**config.mk**
```make
export PLATFORM = sky130hd
export DESIGN_NAME = uart_rx
export DESIGN_NICKNAME = d
export VERILOG_FILES = /design/src/rtl/uart_rx.sv
export SDC_FILE = /design/constraint.sdc
export NUM_CORES = 1
export LEC_CHECK = 0
export ABC_AREA = 1
export CORE_UTILIZATION = 35
export DETAILED_ROUTE_END_ITERATION = 8
export GPL_ROUTABILITY_DRIVEN = 1
export HOLD_SLACK_MARGIN = 0.15
export SLEW_MARGIN = 20
export SYNTH_ARGS = -nofsm -noshare
export SYNTH_HDL_FRONTEND = slang
export SYNTH_SLANG_ARGS = --single-unit
```
**constraint.sdc**
```tcl
create_clock -name clk -period 1.5 [get_ports clk]
set_clock_uncertainty 0.1 [all_clocks]
set_input_delay 0.15 -clock clk [delete_from_list [all_inputs] [get_ports clk]]
set_output_delay 0.15 -clock clk [all_outputs]
set_load 0.02 [all_outputs]
```
**src/rtl/uart_rx.sv**
```systemverilog
// uart_rx: 8N1 UART receiver with oversampled bit-centre detection.
// A 2-FF synchroniser conditions rx. A tick divider paces the sample counter,
// and an FSM finds the start-bit centre and then samples every data bit at its middle.
// Optional feature macro: UART_RX_PARITY_EN. When it is defined the frame is 8E1,
// with a PARITY state and a parity_err strobe.
module uart_rx #(
  parameter int CLK_FREQ   = 50_000_000,
  parameter int BAUD_RATE  = 2400,
  parameter int OVERSAMPLE = 16
) (
  input  logic       clk,
  input  logic       srst,
  input  logic       rx,
  output logic [7:0] data_out,
  output logic       valid,
  output logic       frame_err,
  output logic       busy
`ifdef UART_RX_PARITY_EN
  ,
  output logic       parity_err
`endif
);

  localparam int DIV = CLK_FREQ / (BAUD_RATE * OVERSAMPLE);
  localparam int TW  = (DIV > 1) ? $clog2(DIV) : 1;
  localparam int SW  = $clog2(OVERSAMPLE);

  localparam logic [TW-1:0] TICK_LAST = TW'(DIV - 1);
  localparam logic [SW-1:0] SCNT_MID  = SW'(OVERSAMPLE / 2 - 1);
  localparam logic [SW-1:0] SCNT_LAST = SW'(OVERSAMPLE - 1);

  typedef enum logic [2:0] {
    IDLE,
    START,
    DATA,
`ifdef UART_RX_PARITY_EN
    PARITY,
`endif
    STOP
  } state_t;

  state_t        state;
  logic          rx_meta;
  logic          rx_s;
  logic [TW-1:0] tcnt;
  logic          tick;
  logic [SW-1:0] scnt;
  logic [2:0]    bcnt;
  logic [7:0]    shreg;
`ifdef UART_RX_PARITY_EN
  logic          par_bad;
`endif

  // Two-flop synchroniser for the asynchronous serial line. It resets to the idle level.
  always_ff @(posedge clk) begin
    if (srst) begin
      rx_meta <= 1'b1;
      rx_s    <= 1'b1;
    end else begin
      rx_meta <= rx;
      rx_s    <= rx_meta;
    end
  end

  // The oversample tick fires once every DIV clocks. It is held at zero while idle,
  // so the phase of each frame is taken from its own start edge.
  assign tick = (state != IDLE) && (tcnt == TICK_LAST);

  // Tick divider. Clearing it in IDLE realigns the sample phase on every start edge.
  always_ff @(posedge clk) begin
    if (srst || state == IDLE || tick) begin
      tcnt <= '0;
    end else begin
      tcnt <= tcnt + 1'b1;
    end
  end

  // Frame FSM: start qualification, LSB-first deserialisation, stop check and strobes.
  always_ff @(posedge clk) begin
    valid     <= 1'b0;
    frame_err <= 1'b0;
`ifdef UART_RX_PARITY_EN
    parity_err <= 1'b0;
`endif
    if (srst) begin
      state    <= IDLE;
      scnt     <= '0;
      bcnt     <= '0;
      shreg    <= '0;
      data_out <= 8'h00;
      busy     <= 1'b0;
`ifdef UART_RX_PARITY_EN
      par_bad  <= 1'b0;
`endif
    end else begin
      case (state)
        IDLE: begin
          if (!rx_s) begin
            state <= START;
            scnt  <= '0;
            busy  <= 1'b1;
          end
        end

        START: begin
          if (tick) begin
            if (scnt == SCNT_MID) begin
              if (!rx_s) begin
                state <= DATA;
                scnt  <= '0;
                bcnt  <= '0;
              end else begin
                state <= IDLE;
                busy  <= 1'b0;
              end
            end else begin
              scnt <= scnt + 1'b1;
            end
          end
        end

        DATA: begin
          if (tick) begin
            if (scnt == SCNT_LAST) begin
              scnt  <= '0;
              shreg <= {rx_s, shreg[7:1]};
              if (bcnt == 3'd7) begin
`ifdef UART_RX_PARITY_EN
                state <= PARITY;
`else
                state <= STOP;
`endif
              end else begin
                bcnt <= bcnt + 1'b1;
              end
            end else begin
              scnt <= scnt + 1'b1;
            end
          end
        end

`ifdef UART_RX_PARITY_EN
        PARITY: begin
          if (tick) begin
            if (scnt == SCNT_LAST) begin
              scnt    <= '0;
              par_bad <= (rx_s != ^shreg);
              state   <= STOP;
            end else begin
              scnt <= scnt + 1'b1;
            end
          end
        end
`endif

        STOP: begin
          if (tick) begin
            if (scnt == SCNT_LAST) begin
              scnt  <= '0;
              state <= IDLE;
              busy  <= 1'b0;
              if (!rx_s) begin
                frame_err <= 1'b1;
`ifdef UART_RX_PARITY_EN
              end else if (par_bad) begin
                parity_err <= 1'b1;
`endif
              end else begin
                data_out <= shreg;
                valid    <= 1'b1;
              end
            end else begin
              scnt <= scnt + 1'b1;
            end
          end
        end

        default: begin
          state <= IDLE;
          busy  <= 1'b0;
        end
      endcase
    end
  end

endmodule
```
==> insert_results.sql <==
INSERT INTO impl_metrics (metric_group, metric, value, unit) VALUES
('routing', 'ant_nets', '0', ''),
('status', 'violations', 'setup timing', ''),
('clocking', 'cts-root-buf', 'clkbuf_8', ''),
('placed_design', 'post-dp-hpwl', '2880', 'um'),
('clocking', 'tritoncts_buffers', '5', ''),
('synthesis', 'synthSimpleGateAreaFrac', '0.360', ''),
('global_routing', 'initial_antenna_violation_count', '0', ''),
('floorplan', 'die_x', '76.1', 'um'),
('worst_setup_path', 'cpMaxStageDelayCell', 'dfxtp_2', ''),
('synthesis', 'synth.distinct_cells', '31', ''),
('timing', 'maxClockFrequency', '647', 'MHz'),
('hold_path', 'min_path_type', 'register to register', ''),
('clocking', 'cts_tree', 'built', ''),
('synthesis', 'synth.yosys.seq_area_share', '0.428', ''),
('floorplan', 'floorplan.rows', '26', ''),
('worst_setup_path', 'critical_path_required', '1.64', 'ns'),
('routing', 'vias', '1795', ''),
('layout', 'area_growth', '44.9', '%'),
('power_and_ir_drop', 'max-vdd-ir-drop', '744', 'uV'),
('worst_setup_path', 'crit_path_max_incr_delay', '0.35', 'ns'),
('timing', 'grt_setup_unrepaired', 'true', ''),
('clocking', 'maximum_count_of_clock_buffers_along_a_single_path', '2', ''),
('global_routing', 'grt_start_max_net_pins', '17', ''),
('clocking', 'cts_max_level', '2', ''),
('worst_setup_path', 'worst_setup_path_start_kind', 'register', ''),
('power_and_ir_drop', 'power_density', '1080', 'mW/mm^2'),
('global_routing', 'first_pass_grt_wire_length', '7530', 'um'),
('layout', 'layout_cells_sized_above_1', '0.363', ''),
('worst_setup_path', 'worstPathArrival', '1.69', 'ns'),
('clocking', 'clkTransAtPathRegs', '0.09', 'ns'),
('worst_setup_path', 'worst_r2r_setup_slack', '-0.05', 'ns'),
('flow_run', 'drv_cap', '0', ''),
('routing', 'drc', '0', ''),
('worst_setup_path', 'cp_common_cell', 'nand2_2', ''),
('timing', 'final.setup.worst_slack', '-0.0453', 'ns'),
('routing', 'detail_route.vias_per_cell', '4.71', ''),
('worst_setup_path', 'crit_start', 'bcnt[1]', ''),
('clocking', 'clkSinkCount', '41', ''),
('layout', 'mostFrequentLayoutCell', 'nand2_1', ''),
('synthesis', 'avgSynthCellArea', '7.41', 'sq um'),
('timing', 'worstMarginPinSlew', '0.266', 'ns'),
('worst_setup_path', 'path_buf_inv', '0', ''),
('power_and_ir_drop', 'cellLeakagePower', '0.00129', 'uW'),
('hold_path', 'holdCritStartpoint', 'rx_meta', ''),
('status', 'run_status', 'finished with violations', ''),
('timing', 'tightest_hold_margin', '0.313', 'ns'),
('timing', 'maxSlewViolCount', '0', ''),
('synthesis', 'synth_top_family_by_area', 'simple AND/OR/NAND/NOR gates', ''),
('global_routing', 'grt_overflow_total', '0', ''),
('worst_setup_path', 'timing.critical_path.cells', 'ha_4 -> ha_4 -> or2_4 -> nand2_2 -> nand2_2 -> nor2_4 -> nand2_2 -> nand2_1 -> nand2_1 -> nor2_1', ''),
('worst_setup_path', 'worst_setup_path_end_kind', 'register', ''),
('synthesis', 'postSynthCellCount', '259', ''),
('routing', 'totalWireLength', '4320', 'um'),
('worst_setup_path', 'path_max_fanout', '4', ''),
('layout', 'nNetsFinal', '318', ''),
('placed_design', 'dp_cells', '366', ''),
('timing', 'hold_viol_final', '0', ''),
('synthesis', 'synth.area.mux_share', '0', ''),
('worst_setup_path', 'critical-path-top-delay-family', 'simple AND/OR/NAND/NOR gates', ''),
('routing', 'firstDrtPassIters', '4', ''),
('layout', 'commonest_cells_after_routing_fill_and_taps_aside', 'nand2_1, dfxtp_1, buf_4', ''),
('routing', 'wl_per_cell', '11.3', 'um'),
('timing', 'timing.max_slew.rel_slack', '0.823', ''),
('synthesis', 'synth_top_cells_by_area', 'dfxtp_1, nand2_1, nor2_1', ''),
('worst_setup_path', 'critPathKind', 'register to register', ''),
('synthesis', 'yosys_warnings', '0', ''),
('placed_design', 'globalplace.congestion', '0.776', ''),
('power_and_ir_drop', 'power', '2990', 'uW'),
('synthesis', 'synth.largest_area_cell', 'dfxtp_1', ''),
('floorplan', 'core_area', '0.00520', 'sq mm'),
('timing', 'setup-violations-final', '13', '');
[sequential cells by signal, indices dropped and copies added (netlist names)]
register and flops:
bcnt 3, busy 1, data_out 8, frame_err 1
rx_meta 1, rx_s 1, scnt 4, shreg 8
state 2, tcnt 11, valid 1
[layer usage]
metal / GRT usage / routed length [um] / vias to the layer above
met5: 0 / 0 / -
met4: 0.0615 / 52 / 0
met3: 0.0275 / 81 / 5
met2: 0.261 / 2110 / 17
met1: 0.206 / 2070 / 830
li1: - / - / 943
[cell families (layout without fill, tap and decap cells)]
kind of cell,count (synthesis),in the layout
buf+inv,31,83
xor+xnor,5,5
flops,41,41
compound gates,34,34
simple gates,143,143
fa+ha+maj,5,5
[report_power, final]
group          internal, uW  leakage [uW]  total [uW]  switching, uW
Clock                   670     0.0000687        1080            413
Combinational           289      0.000890         655            366
Sequential             1170      0.000336        1250           87.4
Total                  2130       0.00129        2990            866
[synth_stat cells (all sizes together)]
library cell	n
nand2	60
nor2	43
dfxtp	41
inv	24
a21oi	22
nand3	17
o21ai	11
nand4	9
ha	5
or2	5
clkbuf	4
nor3	4
xor2	4
buf	3
nand3b	2
nor4	2
a31oi	1
and3	1
xnor2	1
[through the flow]
step,cell area (sq um),util,setup slack [ns]
2_1_floorplan,1950,-,-0.0512
3_3_place_gp,2370,0.456,-0.0556
3_5_place_dp,2370,0.456,-0.0795
4_1_cts,2590,0.497,-0.0283
5_1_grt,2780,0.534,-0.150
6_report,2780,0.534,-0.0453
[area by class of cell]
| type | instances | area [sq um] |
|---|---|---|
| fillers | 504 | 2420 |
| well taps | 70 | 87.6 |
| flip-flops and latches | 41 | 832 |
| clock inverters | 3 | 68.8 |
| inverters | 24 | 100 |
| multi-input cells | 187 | 1160 |
| repair buffers | 51 | 465 |
| clock buffers | 5 | 68.8 |
[worst paths after layout]
kind | depth (start not counted) | endpoint
setup / recovery | 10 | bcnt[2]
hold / removal | 1 | rx_s
hold reg to reg | 1 | rx_s
setup reg to reg | 10 | bcnt[2]
[what timing repair did]
item / in CTS / in global routing
setup endpoints to repair: 25 / 47
pin swaps: 8 / 13
buffers inserted: 2 / 4
gates resized for setup: 18 / 41
gates cloned: 0 / 1
hold buffers: 0 / 0
No activity file was read; power rests on OpenSTA's default activity.
